**src/rtl/uart_fifo_core.sv**
```systemverilog
// UART core: shared baud generator, RX/TX engines with optional parity, and a FIFO on each side.
// The RX FIFO is first-word-fall-through; its head is held in a register and reads 0 when empty.
module uart_fifo_core #(
   parameter int unsigned DBIT    = 8,
   parameter int unsigned SB_TICK = 16,
   parameter int unsigned DIV_W   = 16,
   parameter int unsigned FIFO_AW = 4
) (
   input  logic             i_clock,
   input  logic             i_reset,
   input  logic [DIV_W-1:0] i_div,
   input  logic [1:0]       i_parity_mode,
   input  logic             i_rx,
   output logic             o_tx,
   input  logic             i_tx_wr,
   input  logic [DBIT-1:0]  i_tx_data,
   output logic             o_tx_full,
   input  logic             i_rx_rd,
   output logic [DBIT-1:0]  o_rx_data,
   output logic             o_rx_empty,
   output logic             o_parity_err,
   output logic             o_frame_err,
   output logic             o_rx_overrun,
   input  logic             i_err_clr,
   output logic             o_tx_busy
);

   localparam int unsigned DEPTH    = 2 ** FIFO_AW;
   localparam int unsigned CNT_W    = FIFO_AW + 1;
   localparam int unsigned TICK_MAX = (SB_TICK > 16) ? SB_TICK : 16;
   localparam int unsigned TICK_W   = $clog2(TICK_MAX);
   localparam int unsigned BIT_W    = (DBIT > 1) ? $clog2(DBIT) : 1;

   localparam logic [TICK_W-1:0] OS_LAST   = TICK_W'(15);
   localparam logic [TICK_W-1:0] START_MID = TICK_W'(7);
   localparam logic [TICK_W-1:0] SB_LAST   = TICK_W'(SB_TICK - 1);
   localparam logic [BIT_W-1:0]  DATA_LAST = BIT_W'(DBIT - 1);
   localparam logic [CNT_W-1:0]  CNT_FULL  = CNT_W'(DEPTH);

   typedef enum logic [2:0] {
      S_IDLE,
      S_START,
      S_DATA,
      S_PARITY,
      S_STOP
   } uart_state_t;

   // ---------------- baud generator ----------------
   logic [DIV_W-1:0] baud_cnt;
   logic [DIV_W-1:0] baud_last_c;
   logic             baud_tick;
   logic             tx_restart_c;

   assign baud_last_c = (i_div > DIV_W'(1)) ? i_div - DIV_W'(1) : '0;
   assign baud_tick   = (baud_cnt >= baud_last_c);

   // Restart the count when TX leaves idle so its start bit is a full bit time
   always_ff @(posedge i_clock) begin
      if (!i_reset)                       baud_cnt <= '0;
      else if (baud_tick || tx_restart_c) baud_cnt <= '0;
      else                                baud_cnt <= baud_cnt + DIV_W'(1);
   end

   // ---------------- RX synchroniser ----------------
   logic rx_meta;
   logic rx_sync;

   always_ff @(posedge i_clock) begin
      if (!i_reset) begin
         rx_meta <= 1'b1;
         rx_sync <= 1'b1;
      end else begin
         rx_meta <= i_rx;
         rx_sync <= rx_meta;
      end
   end

   // ---------------- RX engine ----------------
   uart_state_t       rx_state, rx_state_n;
   logic [TICK_W-1:0] rx_s, rx_s_n;
   logic [BIT_W-1:0]  rx_n, rx_n_n;
   logic [DBIT-1:0]   rx_b, rx_b_n;
   logic [1:0]        rx_mode, rx_mode_n;
   logic              rx_par_en_c;
   logic              rx_exp_par_c;
   logic              rx_push_c;
   logic              perr_set_c;
   logic              ferr_set_c;

   assign rx_par_en_c  = (rx_mode == 2'b01) || (rx_mode == 2'b10);
   assign rx_exp_par_c = (^rx_b) ^ (rx_mode == 2'b10);

   always_ff @(posedge i_clock) begin
      if (!i_reset) begin
         rx_state <= S_IDLE;
         rx_s     <= '0;
         rx_n     <= '0;
         rx_b     <= '0;
         rx_mode  <= '0;
      end else begin
         rx_state <= rx_state_n;
         rx_s     <= rx_s_n;
         rx_n     <= rx_n_n;
         rx_b     <= rx_b_n;
         rx_mode  <= rx_mode_n;
      end
   end

   always_comb begin
      rx_state_n = rx_state;
      rx_s_n     = rx_s;
      rx_n_n     = rx_n;
      rx_b_n     = rx_b;
      rx_mode_n  = rx_mode;
      rx_push_c  = 1'b0;
      perr_set_c = 1'b0;
      ferr_set_c = 1'b0;
      case (rx_state)
         S_IDLE: begin
            if (!rx_sync) begin
               rx_state_n = S_START;
               rx_s_n     = '0;
               rx_mode_n  = i_parity_mode;
            end
         end
         S_START: begin
            if (baud_tick) begin
               if (rx_s == START_MID) begin
                  rx_s_n     = '0;
                  rx_n_n     = '0;
                  rx_state_n = rx_sync ? S_IDLE : S_DATA;
               end else begin
                  rx_s_n = rx_s + TICK_W'(1);
               end
            end
         end
         S_DATA: begin
            if (baud_tick) begin
               if (rx_s == OS_LAST) begin
                  rx_s_n = '0;
                  rx_b_n = (rx_b >> 1) | (DBIT'(rx_sync) << (DBIT - 1));
                  if (rx_n == DATA_LAST) rx_state_n = rx_par_en_c ? S_PARITY : S_STOP;
                  else                   rx_n_n     = rx_n + BIT_W'(1);
               end else begin
                  rx_s_n = rx_s + TICK_W'(1);
               end
            end
         end
         S_PARITY: begin
            if (baud_tick) begin
               if (rx_s == OS_LAST) begin
                  rx_s_n     = '0;
                  rx_state_n = S_STOP;
                  perr_set_c = (rx_sync != rx_exp_par_c);
               end else begin
                  rx_s_n = rx_s + TICK_W'(1);
               end
            end
         end
         S_STOP: begin
            if (baud_tick) begin
               if (rx_s == SB_LAST) begin
                  rx_state_n = S_IDLE;
                  ferr_set_c = !rx_sync;
                  rx_push_c  = rx_sync;
               end else begin
                  rx_s_n = rx_s + TICK_W'(1);
               end
            end
         end
         default: rx_state_n = S_IDLE;
      endcase
   end

   // ---------------- RX FIFO ----------------
   logic [DBIT-1:0]    rx_mem [DEPTH];
   logic [FIFO_AW-1:0] rx_wp, rx_wp_n, rx_rp, rx_rp_n;
   logic [CNT_W-1:0]   rx_cnt, rx_cnt_n;
   logic [DBIT-1:0]    rx_head_n;
   logic               rx_pop_c, rx_full_c, rx_wr_ok_c, ovr_set_c;

   always_comb begin
      rx_pop_c   = i_rx_rd && (rx_cnt != '0);
      rx_full_c  = (rx_cnt == CNT_FULL);
      rx_wr_ok_c = rx_push_c && (!rx_full_c || rx_pop_c);
      ovr_set_c  = rx_push_c && rx_full_c && !rx_pop_c;
      rx_rp_n    = rx_pop_c ? rx_rp + FIFO_AW'(1) : rx_rp;
      rx_wp_n    = rx_wr_ok_c ? rx_wp + FIFO_AW'(1) : rx_wp;
      rx_cnt_n   = rx_cnt;
      if (rx_wr_ok_c && !rx_pop_c)      rx_cnt_n = rx_cnt + CNT_W'(1);
      else if (!rx_wr_ok_c && rx_pop_c) rx_cnt_n = rx_cnt - CNT_W'(1);
      // Next head bypasses the array when the new word lands at the read slot
      if (rx_cnt_n == '0)                         rx_head_n = '0;
      else if (rx_wr_ok_c && (rx_wp == rx_rp_n))  rx_head_n = rx_b;
      else                                        rx_head_n = rx_mem[rx_rp_n];
   end

   always_ff @(posedge i_clock) begin
      if (i_reset && rx_wr_ok_c) rx_mem[rx_wp] <= rx_b;
   end

   always_ff @(posedge i_clock) begin
      if (!i_reset) begin
         rx_wp      <= '0;
         rx_rp      <= '0;
         rx_cnt     <= '0;
         o_rx_data  <= '0;
         o_rx_empty <= 1'b1;
      end else begin
         rx_wp      <= rx_wp_n;
         rx_rp      <= rx_rp_n;
         rx_cnt     <= rx_cnt_n;
         o_rx_data  <= rx_head_n;
         o_rx_empty <= (rx_cnt_n == '0);
      end
   end

   // Sticky error flags; a same-cycle set beats the clear
   always_ff @(posedge i_clock) begin
      if (!i_reset) begin
         o_parity_err <= 1'b0;
         o_frame_err  <= 1'b0;
         o_rx_overrun <= 1'b0;
      end else begin
         o_parity_err <= perr_set_c || (o_parity_err && !i_err_clr);
         o_frame_err  <= ferr_set_c || (o_frame_err && !i_err_clr);
         o_rx_overrun <= ovr_set_c  || (o_rx_overrun && !i_err_clr);
      end
   end

   // ---------------- TX FIFO ----------------
   logic [DBIT-1:0]    tx_mem [DEPTH];
   logic [FIFO_AW-1:0] tx_wp, tx_rp;
   logic [CNT_W-1:0]   tx_cnt, tx_cnt_n;
   logic [DBIT-1:0]    tx_head_c;
   logic               tx_empty_c, tx_wr_ok_c, tx_pop_c;

   assign tx_empty_c = (tx_cnt == '0);
   assign tx_head_c  = tx_mem[tx_rp];
   assign tx_wr_ok_c = i_tx_wr && ((tx_cnt != CNT_FULL) || tx_pop_c);

   always_comb begin
      tx_cnt_n = tx_cnt;
      if (tx_wr_ok_c && !tx_pop_c)      tx_cnt_n = tx_cnt + CNT_W'(1);
      else if (!tx_wr_ok_c && tx_pop_c) tx_cnt_n = tx_cnt - CNT_W'(1);
   end

   always_ff @(posedge i_clock) begin
      if (i_reset && tx_wr_ok_c) tx_mem[tx_wp] <= i_tx_data;
   end

   always_ff @(posedge i_clock) begin
      if (!i_reset) begin
         tx_wp     <= '0;
         tx_rp     <= '0;
         tx_cnt    <= '0;
         o_tx_full <= 1'b0;
      end else begin
         if (tx_wr_ok_c) tx_wp <= tx_wp + FIFO_AW'(1);
         if (tx_pop_c)   tx_rp <= tx_rp + FIFO_AW'(1);
         tx_cnt    <= tx_cnt_n;
         o_tx_full <= (tx_cnt_n == CNT_FULL);
      end
   end

   // ---------------- TX engine ----------------
   uart_state_t       tx_state, tx_state_n;
   logic [TICK_W-1:0] tx_s, tx_s_n;
   logic [BIT_W-1:0]  tx_n, tx_n_n;
   logic [DBIT-1:0]   tx_sh, tx_sh_n;
   logic [1:0]        tx_mode, tx_mode_n;
   logic              tx_par, tx_par_n;
   logic              tx_par_en_c;
   logic              tx_bit_c;

   assign tx_par_en_c = (tx_mode == 2'b01) || (tx_mode == 2'b10);

   always_ff @(posedge i_clock) begin
      if (!i_reset) begin
         tx_state  <= S_IDLE;
         tx_s      <= '0;
         tx_n      <= '0;
         tx_sh     <= '0;
         tx_mode   <= '0;
         tx_par    <= 1'b0;
         o_tx      <= 1'b1;
         o_tx_busy <= 1'b0;
      end else begin
         tx_state  <= tx_state_n;
         tx_s      <= tx_s_n;
         tx_n      <= tx_n_n;
         tx_sh     <= tx_sh_n;
         tx_mode   <= tx_mode_n;
         tx_par    <= tx_par_n;
         o_tx      <= tx_bit_c;
         o_tx_busy <= (tx_state_n != S_IDLE);
      end
   end

   always_comb begin
      tx_state_n   = tx_state;
      tx_s_n       = tx_s;
      tx_n_n       = tx_n;
      tx_sh_n      = tx_sh;
      tx_mode_n    = tx_mode;
      tx_par_n     = tx_par;
      tx_pop_c     = 1'b0;
      tx_restart_c = 1'b0;
      tx_bit_c     = 1'b1;
      case (tx_state)
         S_IDLE: begin
            if (!tx_empty_c) begin
               tx_pop_c     = 1'b1;
               tx_restart_c = 1'b1;
            end
         end
         S_START: begin
            if (baud_tick) begin
               if (tx_s == OS_LAST) begin
                  tx_state_n = S_DATA;
                  tx_s_n     = '0;
                  tx_n_n     = '0;
               end else begin
                  tx_s_n = tx_s + TICK_W'(1);
               end
            end
         end
         S_DATA: begin
            if (baud_tick) begin
               if (tx_s == OS_LAST) begin
                  tx_s_n  = '0;
                  tx_sh_n = tx_sh >> 1;
                  if (tx_n == DATA_LAST) tx_state_n = tx_par_en_c ? S_PARITY : S_STOP;
                  else                   tx_n_n     = tx_n + BIT_W'(1);
               end else begin
                  tx_s_n = tx_s + TICK_W'(1);
               end
            end
         end
         S_PARITY: begin
            if (baud_tick) begin
               if (tx_s == OS_LAST) begin
                  tx_s_n     = '0;
                  tx_state_n = S_STOP;
               end else begin
                  tx_s_n = tx_s + TICK_W'(1);
               end
            end
         end
         S_STOP: begin
            if (baud_tick) begin
               if (tx_s == SB_LAST) begin
                  if (!tx_empty_c) tx_pop_c   = 1'b1;
                  else             tx_state_n = S_IDLE;
               end else begin
                  tx_s_n = tx_s + TICK_W'(1);
               end
            end
         end
         default: tx_state_n = S_IDLE;
      endcase
      // Popping loads the next frame; from STOP this chains with no idle gap
      if (tx_pop_c) begin
         tx_state_n = S_START;
         tx_s_n     = '0;
         tx_sh_n    = tx_head_c;
         tx_mode_n  = i_parity_mode;
         tx_par_n   = (^tx_head_c) ^ (i_parity_mode == 2'b10);
      end
      case (tx_state_n)
         S_START:  tx_bit_c = 1'b0;
         S_DATA:   tx_bit_c = tx_sh_n[0];
         S_PARITY: tx_bit_c = tx_par_n;
         default:  tx_bit_c = 1'b1;
      endcase
   end

endmodule
```
**config.mk**
```make
export PLATFORM = sky130hd
export DESIGN_NAME = uart_fifo_core
export DESIGN_NICKNAME = d
export VERILOG_FILES = /design/src/rtl/uart_fifo_core.sv
export SDC_FILE = /design/constraint.sdc
export NUM_CORES = 1
export LEC_CHECK = 0
export ABC_CLOCK_PERIOD_IN_PS = 5800
export BUFFER_PORTS_ARGS = -buffer_cell sky130_fd_sc_hd__buf_4
export CORE_MARGIN = 2
export CORE_UTILIZATION = 50
export DETAILED_ROUTE_END_ITERATION = 6
export PLACE_DENSITY_LB_ADDON = 0.25
export SLEW_MARGIN = 20
export SYNTH_ARGS = -nofsm -noshare
export SYNTH_HDL_FRONTEND = slang
export SYNTH_SLANG_ARGS = --single-unit
```
**constraint.sdc**
```tcl
create_clock -name i_clock -period 5.8 [get_ports i_clock]
set_input_delay 0.87 -clock i_clock [delete_from_list [all_inputs] [get_ports i_clock]]
set_output_delay 0.87 -clock i_clock [all_outputs]
set_load 0.02 [all_outputs]
```
## After elaboration in Yosys (flattened, before gate mapping)

Memory sizes are Yosys's and may differ from the RTL's. A register that Yosys moved wholly into a read port is not among the register bits.
Index checks and enable logic that the tools add are counted.

- Bits in registers: 92
- Latch bits: 0
- RAM bits: 256
- Bits in read-only memories: 0
- Input port bits: 32
- Output and inout bits: 15
- Logic and storage cells: 237
- Memories kept: 2

Memory list:

| memory | words | width | rd ports | clocked after Yosys merged registers in | wr ports | line | RTL |
|---|---|---|---|---|---|---|---|
| rx_mem | 16 | 8 | 1 | 1 | 1 | 176 | `logic [DBIT-1:0] rx_mem [DEPTH];` |
| tx_mem | 16 | 8 | 1 | 1 | 1 | 232 | `logic [DBIT-1:0] tx_mem [DEPTH];` |

- Add/subtract/negate cells: 14
- $mul: 0
- Divide/modulo/power cells: 0
- Magnitude comparators: 2
- Equality and inequality tests: 46
- Shift operators: 0
- Mux-type cells: 83
- Bitwise operators: 5
- Reduce and logical (&&, ||, !) cells: 57

Operators with widths:

| cell | count |
|---|---|
| two-way mux 3 bit | 33 |
| two-way mux 4 bit | 14 |
| != test 2 bit (second input constant) | 19 |
| two-way mux 8 bit | 4 |
| case mux 3 bit (5 select lines) | 2 |
| adder 4 x 1 -> 4 bit (second input constant) | 6 |
| two-way mux 5 bit | 4 |
| equality test 3 x 2 -> 1 bit (second input constant) | 6 |
| two-way mux 1 bit | 18 |
| AND reduction 6 bit | 3 |
| adder 16 x 1 -> 16 bit (second input constant) | 1 |
| >= comparator 16 bit | 1 |
| greater-than comparator 16 x 1 -> 1 bit (second input constant) | 1 |
| two-way mux 16 bit | 1 |
| case mux 4 bit (4 select lines) | 1 |
| parity 8 bit | 2 |
| subtractor 16 x 1 -> 16 bit (second input constant) | 1 |
| logical AND 1 bit | 14 |
| equality test 3 bit (second input constant) | 4 |
| case mux 3 bit (2 select lines) | 2 |
| nonzero test 2 bit | 6 |
| adder 5 x 1 -> 5 bit (second input constant) | 2 |
| equality test 5 bit (second input constant) | 2 |
| logical NOT 5 bit | 2 |
| other kinds (29) | 58 |

## Longest topological paths before layout

Gate-level depths: netlist of the first run.

- Depth after elaboration: 12
- Gate-level depth with buffers: 18
- Depth with buffers taken out: 16

## Least setup slack after synthesis of the first run

Ideal clock, no wire load.

- Kind: in2reg
- Start: in i_div[0]
- End: mem tx_mem[2][0], enable pin
- Setup time: 383 ps
- Data arrival time: 4452 ps
- Data required time: 5417 ps
- Setup slack: 964 ps
- Stages: 16
- Buffers on the path: 1
- Path through: inv_1 -> ha_1 -> o2111a_1 -> nand2_1 -> clkbuf_1 -> nand2_1 -> ha_1 -> and4_1 -> nor2b_1 -> and3_1 -> a211oi_4 -> o21ai_2 -> nand2_2 -> a21oi_1 -> nand3_1 -> nor3_1

- Longest elaborated chain between the ends: 10
- Elaborated cells on any way between the ends: 11
- Classes of those cells: 1 x add/sub; 2 x order compare; 5 x mux; 3 x reduce/logical

Ends and longest elaborated chain:

| item | line | RTL |
|---|---|---|
| start: declaration | 11 | `input logic [DIV_W-1:0] i_div,` |
| subtractor 16 x 1 -> 16 bit or greater-than comparator 16 x 1 -> 1 bit (tied branches) | 54 | `assign baud_last_c = (i_div > DIV_W'(1)) ? i_div - DIV_W'(1) : '0;` |
| two-way mux 16 bit (*) | 54 |  |
| >= comparator 16 bit (*) | 55 | `assign baud_tick = (baud_cnt >= baud_last_c);` |
| two-way mux 1 bit (*) | 351 | `if (baud_tick) begin` |
| case mux 1 bit (2 select lines) (*) | 310 | `case (tx_state)` |
| logical OR 1 bit (*) | 240 | `assign tx_wr_ok_c = i_tx_wr && ((tx_cnt != CNT_FULL) \|\| tx_pop_c);` |
| logical AND 1 bit (*) | 240 |  |
| logical AND 1 bit (*) | 249 | `if (i_reset && tx_wr_ok_c) tx_mem[tx_wp] <= i_tx_data;` |
| two-way mux 1 bit (*) | 249 |  |
| two-way mux 1 bit (implied by the code) (*) | 249 |  |
| end: declaration | 232 |  |

Every way passes the cells marked *; elsewhere a longest branch is shown, timed or not.

## Final worst setup path of the first run

- Start: in i_div[0]
- End: mem tx_mem[5][2], enable pin

The elaborated chain is that of the path after synthesis.

==> impl_metrics.csv, run 1 <==
group,metric,value,unit
run_status,status,"complete, no violations",
synthesis,ys.flop_type,"edfxtp_1",
worst_setup_path,cp.required,5.95,ns
clock_network,root_buffer,"clkbuf_16",
clock_network,clk_latency,0.54,ns
sta,setup_tns,0,ns
grt,grt_pass1_wl,50600,um
finish,antenna_cells_inserted,0,
synthesis,ys_seq_area_share,62.6,%
detailed_routing,drc_errors,0,
synthesis,synth_top_area_share,49.2,%
floorplanning,start_util,50.9,%
worst_setup_path,crit_type,"primary input to register",
placement,gp_congestion,0.804,
worst_setup_path,cp-end-kind,"register",
grt,grt_pass1_vias,9132,
detailed_routing,via_count,9054,
pwr,p_leak,6.46,nW
min_path,min_to,"rx_sync$_SDFF_PN1_",
synthesis,synth_seq_cells,360,
synthesis,async_flop_share,0,%
synthesis,synth_top_area_cell,"edfxtp_1",
synthesis,synth.distinct_cells,68,
placement,hpwl,20200,um
detailed_routing,wl_per_cell,19.9,um
clock_network,cts_inserted_buffers,39,
synthesis,syn_avg_cell_area,14.3,um^2
placement,pre_cts_ws,0.448,ns
worst_setup_path,r2r_setup_slack,2.14,ns
sta,final_max_slew_viol_count,0,
floorplanning,die_y,181,um
synthesis,synth_nets,1162,
clock_network,post_cts_buffers,0,
synthesis,synth_area_leaders,"edfxtp_1 49%, dfxtp_1 13%, mux4_2 10%",
floorplanning,core,0.0307,mm^2
sta,timing.slew.headroom,42.7,%
floorplanning,rows,64,
clock_network,post_cts_resized,0,
sta,rsz0062_at_grt,"false",
detailed_routing,final_antenna_net_count,0,
worst_setup_path,critPathArrivalTime,5.00,ns
finish,drive_above_1_share,18.1,%
sta,setup_ws,0.947,ns
synthesis,yosysWarnings,0,
pwr,p_per_area,404,mW/mm^2
sta,max_freq,206,MHz
sta,clock_skew,0.0223,ns
finish,synthToLayoutAreaGrowth,13.5,%
sta,setup_viol,0,
worst_setup_path,critPathLaunchType,"primary input",
detailed_routing,wl,31500,um
clock_network,clockBufferDepth,3,
sta,fin_crit,4.85,ns
sta,hold_violations,0,
pwr,ir_worst_vdd,0.000279,V
grt,grt-ovfl-total,0,
synthesis,synthCells,1090,
clock_network,clk_pin_slew,0.06,ns
clock_network,clock_sinks,360,
clock_network,cts_tree,"done",
worst_setup_path,timing.rr.start,"baud_cnt[0]$_SDFF_PP0_",
detailed_routing,vias_per_cell,5.74,
floorplanning,dieArea,0.0327,mm^2
sta,worstMarginPinSlew,0.856,ns
run,maxCapViolations,0,
floorplanning,num_io_pins,47,
finish,fin_nets,1225,
min_path,min_path_cells,1,
clock_network,h-tree-depth,2,
worst_setup_path,rr_endpoint,"tx_mem[5][2]$_DFFE_PP_",
grt,antenna_found_initial,0,
detailed_routing,dr.pass1.iters,7,
worst_setup_path,reg2reg_depth,11,
synthesis,synth_edf_count,256,
pwr,p_total,7.17,mW
clock_network,cts_hold_buf,0,
floorplanning,fp.dieW,181,um
grt,grt_start_max_net_pins,63,
synthesis,netlist_area,0.0156,mm^2
min_path,hold_class,"register to register",
placement,numPortBuffers,46,
worst_setup_path,worst-path-max-fanout,13,
grt,gr-usage-all-layers,19.7,%
sta,period_share,83.7,%
detailed_routing,drt-initial-drc-count,731,
min_path,worstHoldStart,"rx_meta$_SDFF_PN1_",
-- flip-flops by register name (all words and copies together) (netlist names), 4 cells and up, named ones only --
signal and cells:
rx_mem 128, tx_mem 128, baud_cnt 16, o_rx_data 8
rx_b 8, tx_sh 8, rx_cnt 5, tx_cnt 5
rx_rp 4, rx_s 4, rx_wp 4, tx_rp 4
tx_s 4, tx_wp 4
-- final cells by class --
type	count	area (um^2)
Tap cell	396	495
Inverter	24	90.1
Sequential cell	360	9770
Clock inverter	26	305
Timing Repair Buffer	64	480
Fill cell	2369	12900
Clock buffer	44	1000
Multi-Input combinational cell	664	5580
-- metal layers --
layer,up-vias,wire [um],GRT usage [%]
met3,49,1800,3.35
met5,-,0,0
li1,4242,-,-
met4,0,658,5.10
met1,4512,14600,28.8
met2,251,14400,30.9
-- worst max path at each step --
stage,from,end,slack [ns]
2_1_floorplan,i_div[0],tx_mem[2][0]$_DFFE_PP_,0.96
3_3_place_gp,i_div[0],tx_mem[5][3]$_DFFE_PP_,0.55
3_5_place_dp,i_div[0],tx_mem[7][3]$_DFFE_PP_,0.45
4_1_cts,i_div[0],tx_mem[5][3]$_DFFE_PP_,0.95
5_1_grt,i_div[0],tx_mem[11][3]$_DFFE_PP_,0.52
6_report,i_div[0],tx_mem[5][2]$_DFFE_PP_,0.95
-- cells in the mapped netlist, types with 3 or more instances --
master / count
buf_2: 6
nor3b_1: 4
edfxtp_1: 256
o21a_1: 4
nor4_1: 6
mux4_2: 71
nand4_1: 9
nor2b_1: 10
a311oi_1: 3
and3_1: 11
nand2_1: 76
nand3b_1: 5
clkbuf_1: 23
a21o_1: 7
or3_1: 3
a21oi_1: 42
nand2b_1: 18
nor3_1: 27
buf_4: 4
buf_6: 3
o22ai_1: 4
nand3_1: 35
and2_1: 10
nor2_1: 113
buf_1: 6
inv_1: 24
mux4_1: 5
xnor2_1: 33
ha_1: 40
mux2i_1: 30
xor2_1: 30
o21ai_0: 17
dfxtp_1: 104
a22oi_1: 10
-- layout by cell type (no fill, tap or decap), drive strengths merged, types with 5 or more instances in the layout --
cell	count
o21ai	20
nor2b	10
nor3	28
xnor2	34
dfxtp	104
buf	64
a22oi	10
clkbuf	44
nand2	77
nand3	35
a21oi	42
clkinvlp	5
nand3b	5
a21o	7
ha	40
and2	10
nor2	113
nor4	6
nand4	10
nand2b	18
bufinv	5
mux4	76
o21a	5
and3	11
mux2i	31
clkinv	14
inv	26
xor2	32
edfxtp	256
-- stage by stage --
step	hold slack (ns)	utilization [%]	std cells	area, um^2
floorplan	0.386	-	1090	15600
global placement	0.400	53.5	1507	16400
detailed placement	0.400	53.5	1508	16400
CTS	0.422	57.8	1578	17700
global route	0.443	57.8	1578	17700
finish	0.423	57.8	1578	17700
-- critical path, stage by stage --
cell and delay [ns]:
buf_4 0.10, inv_1 0.04, ha_1 0.25, o2111a_1 0.32, nand2_1 0.30, o21ai_0 0.18, ha_1 0.32, and4_1 0.21
nor2b_1 0.17, and3_1 0.24, a211oi_4 0.09, o21ai_2 0.29, nand2_2 0.09, a21oi_1 0.52, nand3_1 0.29, nor2_1 0.71
-- where the power goes --
group	switching (mW)	total, mW	internal [mW]	leakage [nW]
clock network	1.01	2.50	1.48	0.624
logic	0.882	1.70	0.814	2.38
registers	0.114	2.97	2.86	3.45
-- cell families after synthesis --
family,share of synthesized area [%]
xor gates and xnor gates,3.99
muxes,13.1
DFF,62.6
AOI/OAI and AO/OA,5.09
and+or+nand+nor,10.2
buffers and inverters,1.87
adders and majority gates,3.21
(Power assumes the default switching activity.)
==> inputs of run 2 (changes only) <==
ABC_CLOCK_PERIOD_IN_PS = 4550   (was 5800)
clock period = 4.55 ns   (was 5.8 ns; I/O delays follow)
==> run 2 against run 1 <==
  * Clock-buffer cell count is 6 higher
  * Sequential share of layout area down 1.1 points
  * Wire length about the same
  * Highest routed layer unchanged
==> impl_metrics.csv, run 2 (synthesized netlist as in run 1, its figures left out) <==
group,metric,value,unit
clock_network,clockBufferDepth,3,
sta,hold_violations,0,
sta,timing.slew.headroom,41.0,%
pwr,ir_worst_vdd,0.000384,V
min_path,worstHoldStart,"i_rx",
floorplanning,start_util,50.9,%
finish,fin_nets,1274,
pwr,p_comb_share,24.7,%
floorplanning,rows,64,
detailed_routing,via_count,9094,
grt,gr-usage-all-layers,19.4,%
pwr,switching_share,28.3,%
sta,setup_viol,0,
placement,pre_cts_ws,-0.0822,ns
grt,grt-ovfl-total,0,
clock_network,clk_pin_slew,0.06,ns
pwr,pwr-share-seq,41.7,%
grt,grt_pass1_vias,8834,
sta,fin_crit,4.06,ns
placement,numPortBuffers,46,
pwr,p_per_area,505,mW/mm^2
clock_network,clock_sinks,360,
clock_network,post_cts_resized,0,
finish,final_cell_mix,"256 x edfxtp_1, 113 x nor2_1, 111 x buf_4",
worst_setup_path,r2r_setup_slack,1.17,ns
clock_network,post_cts_buffers,0,
min_path,hold_class,"primary input to register",
worst_setup_path,critPathArrivalTime,4.50,ns
clock_network,cts_inserted_buffers,39,
detailed_routing,dr.pass1.iters,5,
finish,final_util,58.9,%
sta,max_freq,246,MHz
min_path,min_to,"rx_meta$_SDFF_PN1_",
clock_network,cts_hold_buf,0,
pwr,power_switching,2.58,mW
sta,worstMarginPinSlew,0.883,ns
grt,antenna_found_initial,0,
worst_setup_path,crit_type,"primary input to register",
grt,grt_start_max_net_pins,58,
worst_setup_path,cp-end-kind,"register",
finish,largestRegisters,"rx_mem (128), tx_mem (128), baud_cnt (16)",
worst_setup_path,cp.required,4.99,ns
finish,synthToLayoutAreaGrowth,15.7,%
detailed_routing,final_antenna_net_count,0,
run,maxCapViolations,0,
grt,grt_pass1_wl,49700,um
worst_setup_path,rr_endpoint,"o_tx$_SDFF_PN1_",
detailed_routing,wl_per_cell,19.4,um
detailed_routing,drc_errors,0,
sta,period_share,89.2,%
finish,drive_above_1_share,21.5,%
placement,gp_congestion,0.813,
pwr,power.internal,6.54,mW
placement,dpl_cell_area,0.0168,mm^2
min_path,min_path_cells,2,
detailed_routing,vias_per_cell,5.59,
placement,hpwl,20700,um
floorplanning,num_io_pins,47,
pwr,p_leak,6.72,nW
floorplanning,fp.dieW,181,um
sta,setup_ws,0.493,ns
clock_network,clk_latency,0.54,ns
sta,setup_tns,0,ns
clock_network,h-tree-depth,2,
finish,final_common_cell,"edfxtp_1",
detailed_routing,drt-initial-drc-count,812,
sta,rsz0062_at_grt,"false",
sta,final_max_slew_viol_count,0,
finish,antenna_cells_inserted,0,
floorplanning,dieArea,0.0327,mm^2
worst_setup_path,reg2reg_depth,9,
clock_network,cts_tree,"done",
worst_setup_path,worst-path-max-fanout,16,
detailed_routing,wl,31500,um
run_status,status,"complete, no violations",
floorplanning,die_y,181,um
worst_setup_path,critPathLaunchType,"primary input",
pwr,p_clk_share,33.6,%
finish,stdcell_area,0.0181,mm^2
sta,clock_skew,0.0282,ns
floorplanning,core,0.0307,mm^2
pwr,p_total,9.12,mW
clock_network,root_buffer,"clkbuf_16",
==> run 2: cell types whose count changed in the layout (fill, tap and decap cells not counted), moves of 3 or more <==
| cell | delta |
|---|---|
| nor3_2 | +4 |
| buf_4 | +47 |
| clkbuf_1 | +5 |
| nor3_1 | -4 |
| clkinv_1 | -3 |
| clkinvlp_4 | -3 |
| clkinv_2 | +4 |
==> run 2: worst max path at each step <==
| stage | cells after the start | startpoint | to | slack, ns |
|---|---|---|---|---|
| floorplan | 16 | i_div[0] | tx_mem[10][0]$_DFFE_PP_ | 0.11 |
| global placement | 16 | i_div[9] | o_tx_full$_SDFF_PN0_ | -0.03 |
| detailed placement | 16 | i_div[9] | rx_mem[7][2]$_DFFE_PP_ | -0.08 |
| CTS | 16 | i_div[9] | rx_mem[7][3]$_DFFE_PP_ | 0.45 |
| global route | 16 | i_div[9] | o_tx_full$_SDFF_PN0_ | 0.09 |
| finish | 16 | i_div[9] | o_tx_full$_SDFF_PN0_ | 0.49 |
==> run 2: routing by layer <==
metal	vias up	part of all wire [%]	track usage (%)
met3	50	5.0	2.82
met1	4482	46	28.7
li1	4340	-	-
met4	0	2.2	5.29
met2	222	46	30.3
met5	-	0	0
==> run 2: critical path, cell delays in order <==
cell	delay [ns]
buf_4	0.11
nor4_1	0.35
buf_4	0.18
and4b_1	0.26
xor2_1	0.17
nand2_1	0.08
ha_1	0.29
and4_1	0.21
nor2b_1	0.17
a221o_1	0.25
a211o_1	0.23
nand2b_1	0.15
a21oi_2	0.66
o21ai_0	0.23
xor2_1	0.20
nor4b_2	0.26
==> run 2: final cells by class <==
type / count / area [um^2]
fillers: 2376 / 12600
flip-flops and latches: 360 / 9770
multi-input cells: 664 / 5600
clock buffers: 50 / 1040
repair buffers: 113 / 873
well taps: 396 / 495
clock inverters: 19 / 209
inverters: 24 / 90.1
==> run 2: power by group through the flow <==
stage | combinational, mW | clock, mW | sequential, mW
detailed placement | 2.27 | 0 | 3.88
finish | 2.25 | 3.07 | 3.80
CTS | 2.28 | 3.13 | 3.81
global placement | 2.24 | 0 | 3.88
floorplan | 1.66 | 0 | 3.84
global route | 2.46 | 3.26 | 3.83
==> run 2: metrics by stage <==
step	hold slack (ns)	instances
4_1_cts	0.325	1626
3_3_place_gp	0.398	1557
3_5_place_dp	0.401	1557
2_1_floorplan	0.386	1090
5_1_grt	0.350	1626
6_report	0.334	1626
